==> config.mk <==
export PLATFORM = sky130hd
export DESIGN_NAME = regfile_sb_bypass_flat
export DESIGN_NICKNAME = d
export VERILOG_FILES = /design/src/rtl/regfile_sb_bypass_if.sv /design/src/rtl/regfile_sb_bypass.sv /design/src/flat_wrapper.sv
export SDC_FILE = /design/constraint.sdc
export NUM_CORES = 2
export LEC_CHECK = 0
export BUFFER_PORTS_ARGS = -buffer_cell sky130_fd_sc_hd__buf_2
export CAP_MARGIN = 10
export CORE_ASPECT_RATIO = 0.75
export CORE_MARGIN = 4
export CORE_UTILIZATION = 51
export DETAILED_ROUTE_END_ITERATION = 8
export MAX_ROUTING_LAYER = met4
export PLACE_DENSITY = 0.69
export SYNTH_ARGS = -nofsm -noshare
export SYNTH_HDL_FRONTEND = slang
export SYNTH_SLANG_ARGS = --single-unit
==> constraint.sdc <==
create_clock -name clk -period 5.7 [get_ports clk]
set_input_delay 0.285 -clock clk [delete_from_list [all_inputs] [get_ports clk]]
set_output_delay 0.285 -clock clk [all_outputs]
set_load 0.02 [all_outputs]
==> src/rtl/regfile_sb_bypass_if.sv <==
// Bus bundle for the GPR file: read ports, write-back ports, issue port and busy count.
// The master drives addresses/writes/issue; the slave (register file) returns data and status.
interface regfile_sb_bypass_if #(
  parameter int DATA_W = 32,
  parameter int NREGS  = 32,
  parameter int NRD    = 2,
  parameter int NWR    = 2
);
  localparam int ADDR_W = $clog2(NREGS);

  logic [NRD*ADDR_W-1:0] rd_addr;
  logic [NRD*DATA_W-1:0] rd_data;
  logic [NRD-1:0]        rd_busy;
  logic [NWR-1:0]        wr_en;
  logic [NWR*ADDR_W-1:0] wr_addr;
  logic [NWR*DATA_W-1:0] wr_data;
  logic                  iss_en;
  logic [ADDR_W-1:0]     iss_addr;
  logic [ADDR_W:0]       busy_cnt;

  modport master (
    output rd_addr, wr_en, wr_addr, wr_data, iss_en, iss_addr,
    input  rd_data, rd_busy, busy_cnt
  );

  modport slave (
    input  rd_addr, wr_en, wr_addr, wr_data, iss_en, iss_addr,
    output rd_data, rd_busy, busy_cnt
  );
endinterface

==> src/rtl/regfile_sb_bypass.sv <==
// Multi-port GPR file with same-cycle write->read bypass and a per-register busy scoreboard.
// x0 is hardwired to zero and never busy; rd_data/rd_busy are forced to zero while rst is low.
module regfile_sb_bypass #(
  parameter int DATA_W = 32,
  parameter int NREGS  = 32,
  parameter int NRD    = 2,
  parameter int NWR    = 2
) (
  input  logic                 clk,
  input  logic                 rst,
  regfile_sb_bypass_if.slave   bus
);
  localparam int ADDR_W = $clog2(NREGS);

  logic [DATA_W-1:0] r_regs [NREGS];
  logic [NREGS-1:0]  r_busy;
  logic [ADDR_W:0]   r_busy_cnt;

  logic [NREGS-1:0]      w_clr;
  logic [NREGS-1:0]      w_set;
  logic [NREGS-1:0]      w_busy_nxt;
  logic [ADDR_W-1:0]     w_rd_a;
  logic [DATA_W-1:0]     w_rd_d;
  logic                  w_rd_hit;
  logic                  w_rd_ok;
  logic                  w_wr_match;
  logic [NRD*DATA_W-1:0] w_rd_data;
  logic [NRD-1:0]        w_rd_busy;

  function automatic logic [ADDR_W:0] count_ones(input logic [NREGS-1:0] v);
    logic [ADDR_W:0] c;
    c = {(ADDR_W+1){1'b0}};
    for (int k = 0; k < NREGS; k++) begin
      c = c + {{ADDR_W{1'b0}}, v[k]};
    end
    return c;
  endfunction

  // Next busy vector: write-back clears, issue sets (issue wins a collision), x0 never busy
  always_comb begin
    w_clr = {NREGS{1'b0}};
    w_set = {NREGS{1'b0}};
    for (int i = 0; i < NWR; i++) begin
      w_clr[bus.wr_addr[i*ADDR_W +: ADDR_W]] = w_clr[bus.wr_addr[i*ADDR_W +: ADDR_W]] | bus.wr_en[i];
    end
    w_set[bus.iss_addr] = bus.iss_en;
    w_busy_nxt = ((r_busy & ~w_clr) | w_set) & ~{{(NREGS-1){1'b0}}, 1'b1};
  end

  // Register storage; later write ports override earlier ones on an address clash
  always_ff @(posedge clk or negedge rst) begin
    if (!rst) begin
      for (int k = 0; k < NREGS; k++) begin
        r_regs[k] <= {DATA_W{1'b0}};
      end
    end else begin
      for (int i = 0; i < NWR; i++) begin
        if (bus.wr_en[i] && (bus.wr_addr[i*ADDR_W +: ADDR_W] != {ADDR_W{1'b0}})) begin
          r_regs[bus.wr_addr[i*ADDR_W +: ADDR_W]] <= bus.wr_data[i*DATA_W +: DATA_W];
        end
      end
    end
  end

  // Scoreboard bits and their registered population count
  always_ff @(posedge clk or negedge rst) begin
    if (!rst) begin
      r_busy     <= {NREGS{1'b0}};
      r_busy_cnt <= {(ADDR_W+1){1'b0}};
    end else begin
      r_busy     <= w_busy_nxt;
      r_busy_cnt <= count_ones(w_busy_nxt);
    end
  end

  // Read ports: stored value, overridden by a same-cycle write (highest port last)
  always_comb begin
    w_rd_data  = {(NRD*DATA_W){1'b0}};
    w_rd_busy  = {NRD{1'b0}};
    w_rd_a     = {ADDR_W{1'b0}};
    w_rd_d     = {DATA_W{1'b0}};
    w_rd_hit   = 1'b0;
    w_rd_ok    = 1'b0;
    w_wr_match = 1'b0;
    for (int j = 0; j < NRD; j++) begin
      w_rd_a   = bus.rd_addr[j*ADDR_W +: ADDR_W];
      w_rd_d   = r_regs[w_rd_a];
      w_rd_hit = 1'b0;
      for (int i = 0; i < NWR; i++) begin
        w_wr_match = bus.wr_en[i] & (bus.wr_addr[i*ADDR_W +: ADDR_W] == w_rd_a);
        w_rd_d     = w_wr_match ? bus.wr_data[i*DATA_W +: DATA_W] : w_rd_d;
        w_rd_hit   = w_rd_hit | w_wr_match;
      end
      w_rd_ok = rst & (w_rd_a != {ADDR_W{1'b0}});
      w_rd_data[j*DATA_W +: DATA_W] = w_rd_ok ? w_rd_d : {DATA_W{1'b0}};
      w_rd_busy[j] = w_rd_ok & r_busy[w_rd_a] & ~w_rd_hit;
    end
  end

  assign bus.rd_data  = w_rd_data;
  assign bus.rd_busy  = w_rd_busy;
  assign bus.busy_cnt = r_busy_cnt;
endmodule
==> src/flat_wrapper.sv <==
// flat-port wrapper written by rule: the top's interface ports become plain ports
module regfile_sb_bypass_flat 
#(
  parameter int DATA_W = 32,
  parameter int NREGS  = 32,
  parameter int NRD    = 2,
  parameter int NWR    = 2
)
  (clk, rst, bus_rd_addr, bus_wr_en, bus_wr_addr, bus_wr_data, bus_iss_en, bus_iss_addr, bus_rd_data, bus_rd_busy, bus_busy_cnt);
  regfile_sb_bypass_if #(.DATA_W(DATA_W), .NREGS(NREGS), .NRD(NRD), .NWR(NWR)) bus_i ();
  input  logic clk;
  input  logic rst;
  input wire logic [$bits(bus_i.rd_addr)-1:0] bus_rd_addr;
  input wire logic [$bits(bus_i.wr_en)-1:0] bus_wr_en;
  input wire logic [$bits(bus_i.wr_addr)-1:0] bus_wr_addr;
  input wire logic [$bits(bus_i.wr_data)-1:0] bus_wr_data;
  input wire logic [$bits(bus_i.iss_en)-1:0] bus_iss_en;
  input wire logic [$bits(bus_i.iss_addr)-1:0] bus_iss_addr;
  output wire logic [$bits(bus_i.rd_data)-1:0] bus_rd_data;
  output wire logic [$bits(bus_i.rd_busy)-1:0] bus_rd_busy;
  output wire logic [$bits(bus_i.busy_cnt)-1:0] bus_busy_cnt;
  assign bus_i.rd_addr = bus_rd_addr;
  assign bus_i.wr_en = bus_wr_en;
  assign bus_i.wr_addr = bus_wr_addr;
  assign bus_i.wr_data = bus_wr_data;
  assign bus_i.iss_en = bus_iss_en;
  assign bus_i.iss_addr = bus_iss_addr;
  assign bus_rd_data = bus_i.rd_data;
  assign bus_rd_busy = bus_i.rd_busy;
  assign bus_busy_cnt = bus_i.busy_cnt;
  regfile_sb_bypass #(.DATA_W(DATA_W), .NREGS(NREGS), .NRD(NRD), .NWR(NWR)) u_core (.clk(clk), .rst(rst), .bus(bus_i));
endmodule
==> results by stage <==
Timing:
- The worst slew slack as a fraction of its limit is 9.15%.
- The upper clock frequency limit is 0.185 GHz.
- Adding up every negative setup slack in the final design gives 0 ns.
- The clock period minus worst slack is 5.41 ns.
- The transition at the pin with the smallest max-transition slack is between 1 and 1.5 ns.
- Setup repair after global routing left no endpoint under its margin.
- The hold violation count in the final report is 0.
- The worst clock skew on the final layout is 0.0110 ns.
- The final count of pins violating max slew is 0.
- The final worst-path cycle share is 94.9%.
- Setup violations remaining at the end of the flow were counted as 0.

Drt:
- The count of nets left with antenna violations after detail routing is 0.
- The remaining design rule violation count is 0.
- After detailed routing, the total wire length is 286000 microns.
- After detailed routing, the number of vias per cell comes to 7.26.
- The iteration count of the initial detailed-routing pass is 9.
- For this block, the via count after detailed routing is 58600.
- The initial detailed-routing violation count is 10900.
- The mean routed wirelength per cell is 35.4 microns.

Setup path:
- The data required time at the worst endpoint is about 6.4 ns.
- STA classifies the critical path endpoint as a flip-flop.
- The signal arrival time at the worst endpoint is 6.06 ns.
- The endpoint identified for the worst register-to-register timing path is u_core.bus.busy_cnt[4].
- The worst setup path is launched from a primary input.
- For this design, the slowest cell found on the critical path is sky130_fd_sc_hd__fa_1.
- The critical path in this run is classified as in -> reg.
- Counting stages on the worst path, the most repeated cell is sky130_fd_sc_hd__fa_1.
- For the worst flop-to-flop path, the logic depth is 17.
- The number of gates on the worst path with buffers counted is 25.
- The number of buffers and inverters on the critical path is 9.
- The worst register-to-register path has a setup slack of 0.68 ns.
- The category of cells accounting for the largest share of critical-path delay is adder cells.
- The largest fanout on the critical path is 9.
- In this design, the stage delay of the slowest critical-path cell is 0.52 ns.
- The worst register-to-register path begins at u_core.r_busy[1].

GRT:
- For this run, the total global-route usage over all layers was measured as 41.6%.
- The initial antenna violation count is 39.
- Summed over all layers, the global routing overflow is 0.
- The first global-routing pass estimated 407000 microns of wire.
- The number of global-route vias before repair is 55200.
- Entering global routing, the biggest net connects 168 pins.

Floorplan:
- The initial standard-cell utilization of the core is 51.6%.
- The area of the placeable core is 132000 sq um.
- The die covers 139000 sq um.
- Measured along the x axis, the die boundary spans between 400 and 500 microns.
- The number of I/O pins is 166.
- The die extent in y is around 320 microns.
- The number of rows created at floorplan is 115.

CTS:
- Once the clock tree was built, the resizer swapped 0 gates to a different size.
- At the later pin of the worst-skew pair, clock insertion delay measures 0.77 ns.
- No sink is reached through more buffers than the 3 on the longest clock path.
- Clock tree synthesis selected as its root buffer the cell sky130_fd_sc_hd__clkbuf_16.
- The number of buffers inserted by post-CTS setup repair is 0.
- The number of hold buffers added after CTS was 7.
- TritonCTS built the clock tree.
- The total number of H-tree levels is 3.
- Clock-pin slew was measured on the worst setup and hold paths at 0.07 ns.
- Counting the buffers created by CTS gives 112.
- The number of clock sinks seen by CTS is ~1100.

Power and ir drop:
- The ratio of total power to cell area is roughly 380 nW/um^2.
- The worst-case IR drop observed on VDD is 762 uV.
- For this design the static power due to leakage is 34.5 nW.
- The total power is 0.0283 W.

Synth:
- The top cell type by area accounts for 39.2% of the synthesized area.
- The number of nets produced by synthesis is 6621.
- Yosys attributes the largest share of cell area to sky130_fd_sc_hd__dfrtp_1 39%, sky130_fd_sc_hd__mux4_2 17%, sky130_fd_sc_hd__mux2i_1 14%, sky130_fd_sc_hd__a21oi_1 5.1%, sky130_fd_sc_hd__nor2_1 3.9%.
- Yosys printed 0 warnings.
- The most used flip-flop cell after synthesis is sky130_fd_sc_hd__dfrtp_1.
- Of all flip-flops after synthesis, the portion carrying an async set or reset was 100%.
- In this run, synthesis produced a sequential element count of 1061.
- Of all cell types, the one taking the most synthesized area is sky130_fd_sc_hd__dfrtp_1.
- The count of unique library cells instantiated by Yosys is 72.
- In the synthesized netlist, the number of instances is 6495.
- The netlist area before placement is 67800 sq um.
- The average size of a mapped cell is 10.4 sq um.
- Sequential cells were found to cover 39.2% of the synthesized design area.
- Yosys mapped a number of flops with a built-in enable equal to 0.

Layout:
- Measured on the finished design, the core utilization comes to 56.3%.
- From synthesis to final layout, the design area changed by 9.25%.
- Of the cells placed in the final design, the portion with a size suffix greater than 1 is roughly a fifth.
- For this run, the post-layout net count is 6331.
- The number of cells in the finished layout apart from fillers is 8080.

Placed design:
- The count of input and output buffers is between 150 and 200.
- After detailed placement, the design holds a cell count of 7838.
- The wire-length estimate of the detail-placed layout is between 150000 and 200000 microns.
- Routability-driven placement finished with a final weighted congestion of 0.988.

Min path:
- The worst hold path class is in -> reg.
- The worst hold path was traced through 3 stages.
- The source of the worst hold timing path is bus_wr_data[9].
- The endpoint of the worst hold-timing path is u_core.r_regs[553].

Flow run:
- Max-cap violations in this run came to 0.

Run status:
- The run finished with clean final reports.
[layer usage]
metal	vias to the layer above	global-route usage, %	part of all wire [%]
met1	28800	53.9	37
met5	-	-	0
met3	1260	16.8	15
li1	23500	-	-
met4	0	23.6	6.9
met2	5121	55.3	41
[power by group]
part | internal (W) | total [W] | switching (W)
clock | 0.00445 | 0.00781 | 0.00336
sequential | 0.00955 | 0.0111 | 0.00158
combinational | 0.00492 | 0.00935 | 0.00444
total | 0.0189 | 0.0283 | 0.00938
[stage by stage]
step / setup slack [ns] / hold WS [ns] / area [sq um]
4_1_cts: 0.323 / 0.00605 / 74000
5_1_grt: 0.0742 / 0.0345 / 74100
3_3_place_gp: -0.485 / 0.283 / 70100
2_1_floorplan: -0.184 / -0.0106 / 67900
6_report: 0.288 / 0.0311 / 74100
3_5_place_dp: -0.478 / 0.286 / 70100
[synth_stat cells, types with 4 or more instances]
master,instances
sky130_fd_sc_hd__o221ai_1,64
sky130_fd_sc_hd__fa_1,23
sky130_fd_sc_hd__mux4_2,517
sky130_fd_sc_hd__o31ai_1,9
sky130_fd_sc_hd__nand2b_1,10
sky130_fd_sc_hd__a221oi_1,8
sky130_fd_sc_hd__and3b_1,4
sky130_fd_sc_hd__buf_6,4
sky130_fd_sc_hd__o21ai_0,390
sky130_fd_sc_hd__xnor2_1,10
sky130_fd_sc_hd__inv_1,71
sky130_fd_sc_hd__nor2b_1,8
sky130_fd_sc_hd__buf_1,88
sky130_fd_sc_hd__nand4_1,71
sky130_fd_sc_hd__o31a_1,4
sky130_fd_sc_hd__o211ai_1,47
sky130_fd_sc_hd__xor2_1,15
sky130_fd_sc_hd__nor3_1,4
sky130_fd_sc_hd__a32oi_1,25
sky130_fd_sc_hd__nor3b_1,7
sky130_fd_sc_hd__a21oi_1,691
sky130_fd_sc_hd__o21ai_1,11
sky130_fd_sc_hd__or2_2,13
sky130_fd_sc_hd__and2_1,14
sky130_fd_sc_hd__o22ai_1,32
sky130_fd_sc_hd__o2bb2a_1,32
sky130_fd_sc_hd__a211oi_1,4
sky130_fd_sc_hd__or4_1,4
sky130_fd_sc_hd__buf_2,182
sky130_fd_sc_hd__clkbuf_1,560
sky130_fd_sc_hd__a32o_1,54
sky130_fd_sc_hd__nor2_1,697
sky130_fd_sc_hd__mux2i_1,921
sky130_fd_sc_hd__nand2_1,422
sky130_fd_sc_hd__nand3_1,36
sky130_fd_sc_hd__a22oi_1,271
sky130_fd_sc_hd__and3_1,4
sky130_fd_sc_hd__nand3b_1,5
sky130_fd_sc_hd__ha_1,9
sky130_fd_sc_hd__o21a_1,34
sky130_fd_sc_hd__dfrtp_1,1061
sky130_fd_sc_hd__nor2_2,12
[cells by family after synthesis]
logic type               after synthesis  share of synthesized area, %
XOR/XNOR                              27                         0.404
flip-flops                          1061                          39.2
AND/OR/NAND/NOR                     1335                          8.20
AO/OA/AOI/OAI                       1690                          15.2
multiplexers                        1440                          30.8
buffers and inverters                910                          5.43
adder cells (fa/ha/maj)               32                         0.845
[placed cells by master, fill, tap and decap left out, types with 22 or more instances in the layout]
master and instances:
sky130_fd_sc_hd__nand4_1 71, sky130_fd_sc_hd__clkbuf_16 114, sky130_fd_sc_hd__inv_1 68, sky130_fd_sc_hd__o21ai_0 390
sky130_fd_sc_hd__a21oi_1 690, sky130_fd_sc_hd__mux4_2 517, sky130_fd_sc_hd__a22oi_1 271, sky130_fd_sc_hd__nand2_4 26
sky130_fd_sc_hd__diode_2 34, sky130_fd_sc_hd__o22ai_1 32, sky130_fd_sc_hd__clkbuf_8 26, sky130_fd_sc_hd__dfrtp_1 1061
sky130_fd_sc_hd__nand2_1 379, sky130_fd_sc_hd__nor2_1 684, sky130_fd_sc_hd__buf_2 160, sky130_fd_sc_hd__nand3_1 34
sky130_fd_sc_hd__fa_1 22, sky130_fd_sc_hd__buf_4 248, sky130_fd_sc_hd__o221ai_1 64, sky130_fd_sc_hd__a32oi_1 25
sky130_fd_sc_hd__o2bb2a_1 32, sky130_fd_sc_hd__a32o_1 54, sky130_fd_sc_hd__o21a_1 34, sky130_fd_sc_hd__mux2i_1 921
sky130_fd_sc_hd__o211ai_1 47
[sequential cells by signal, indices dropped and copies added, names as in the netlist]
name / count
u_core.r_busy: 31
u_core.bus.busy_cnt: 6
u_core.r_regs: 1024
[cell type report]
| class | instances | area (sq um) |
|---|---|---|
| clock inverter | 40 | 531 |
| sequential | 1061 | 26600 |
| timing repair buffer | 433 | 3070 |
| antenna | 34 | 85.1 |
| tap | 1755 | 2200 |
| fill | 11200 | 57400 |
| multi-input combinational | 4524 | 38100 |
| clock buffer | 160 | 3290 |
| inverter | 73 | 279 |
[worst max-delay path by stage]
stage | from | slack, ns | to
2_1_floorplan | bus_wr_addr[1] | -0.18 | u_core.bus.busy_cnt[4]
3_3_place_gp | bus_wr_addr[5] | -0.49 | u_core.bus.busy_cnt[4]
3_5_place_dp | bus_wr_addr[6] | -0.48 | u_core.bus.busy_cnt[4]
4_1_cts | bus_wr_addr[6] | 0.32 | u_core.bus.busy_cnt[4]
5_1_grt | bus_wr_addr[6] | 0.07 | u_core.bus.busy_cnt[4]
6_report | bus_wr_addr[6] | 0.29 | u_core.bus.busy_cnt[4]
[worst register-to-register path, delay by kind of cell, from the launching register on]
| family | cells | cell delay [ns] |
|---|---|---|
| fa+ha+maj | 9 | 3.74 |
| xor+xnor | 1 | 0.13 |
| buf+inv | 4 | 0.22 |
| compound gates | 3 | 0.42 |
| flops | 1 | 0.40 |
Power figures use the tool's default switching activity.
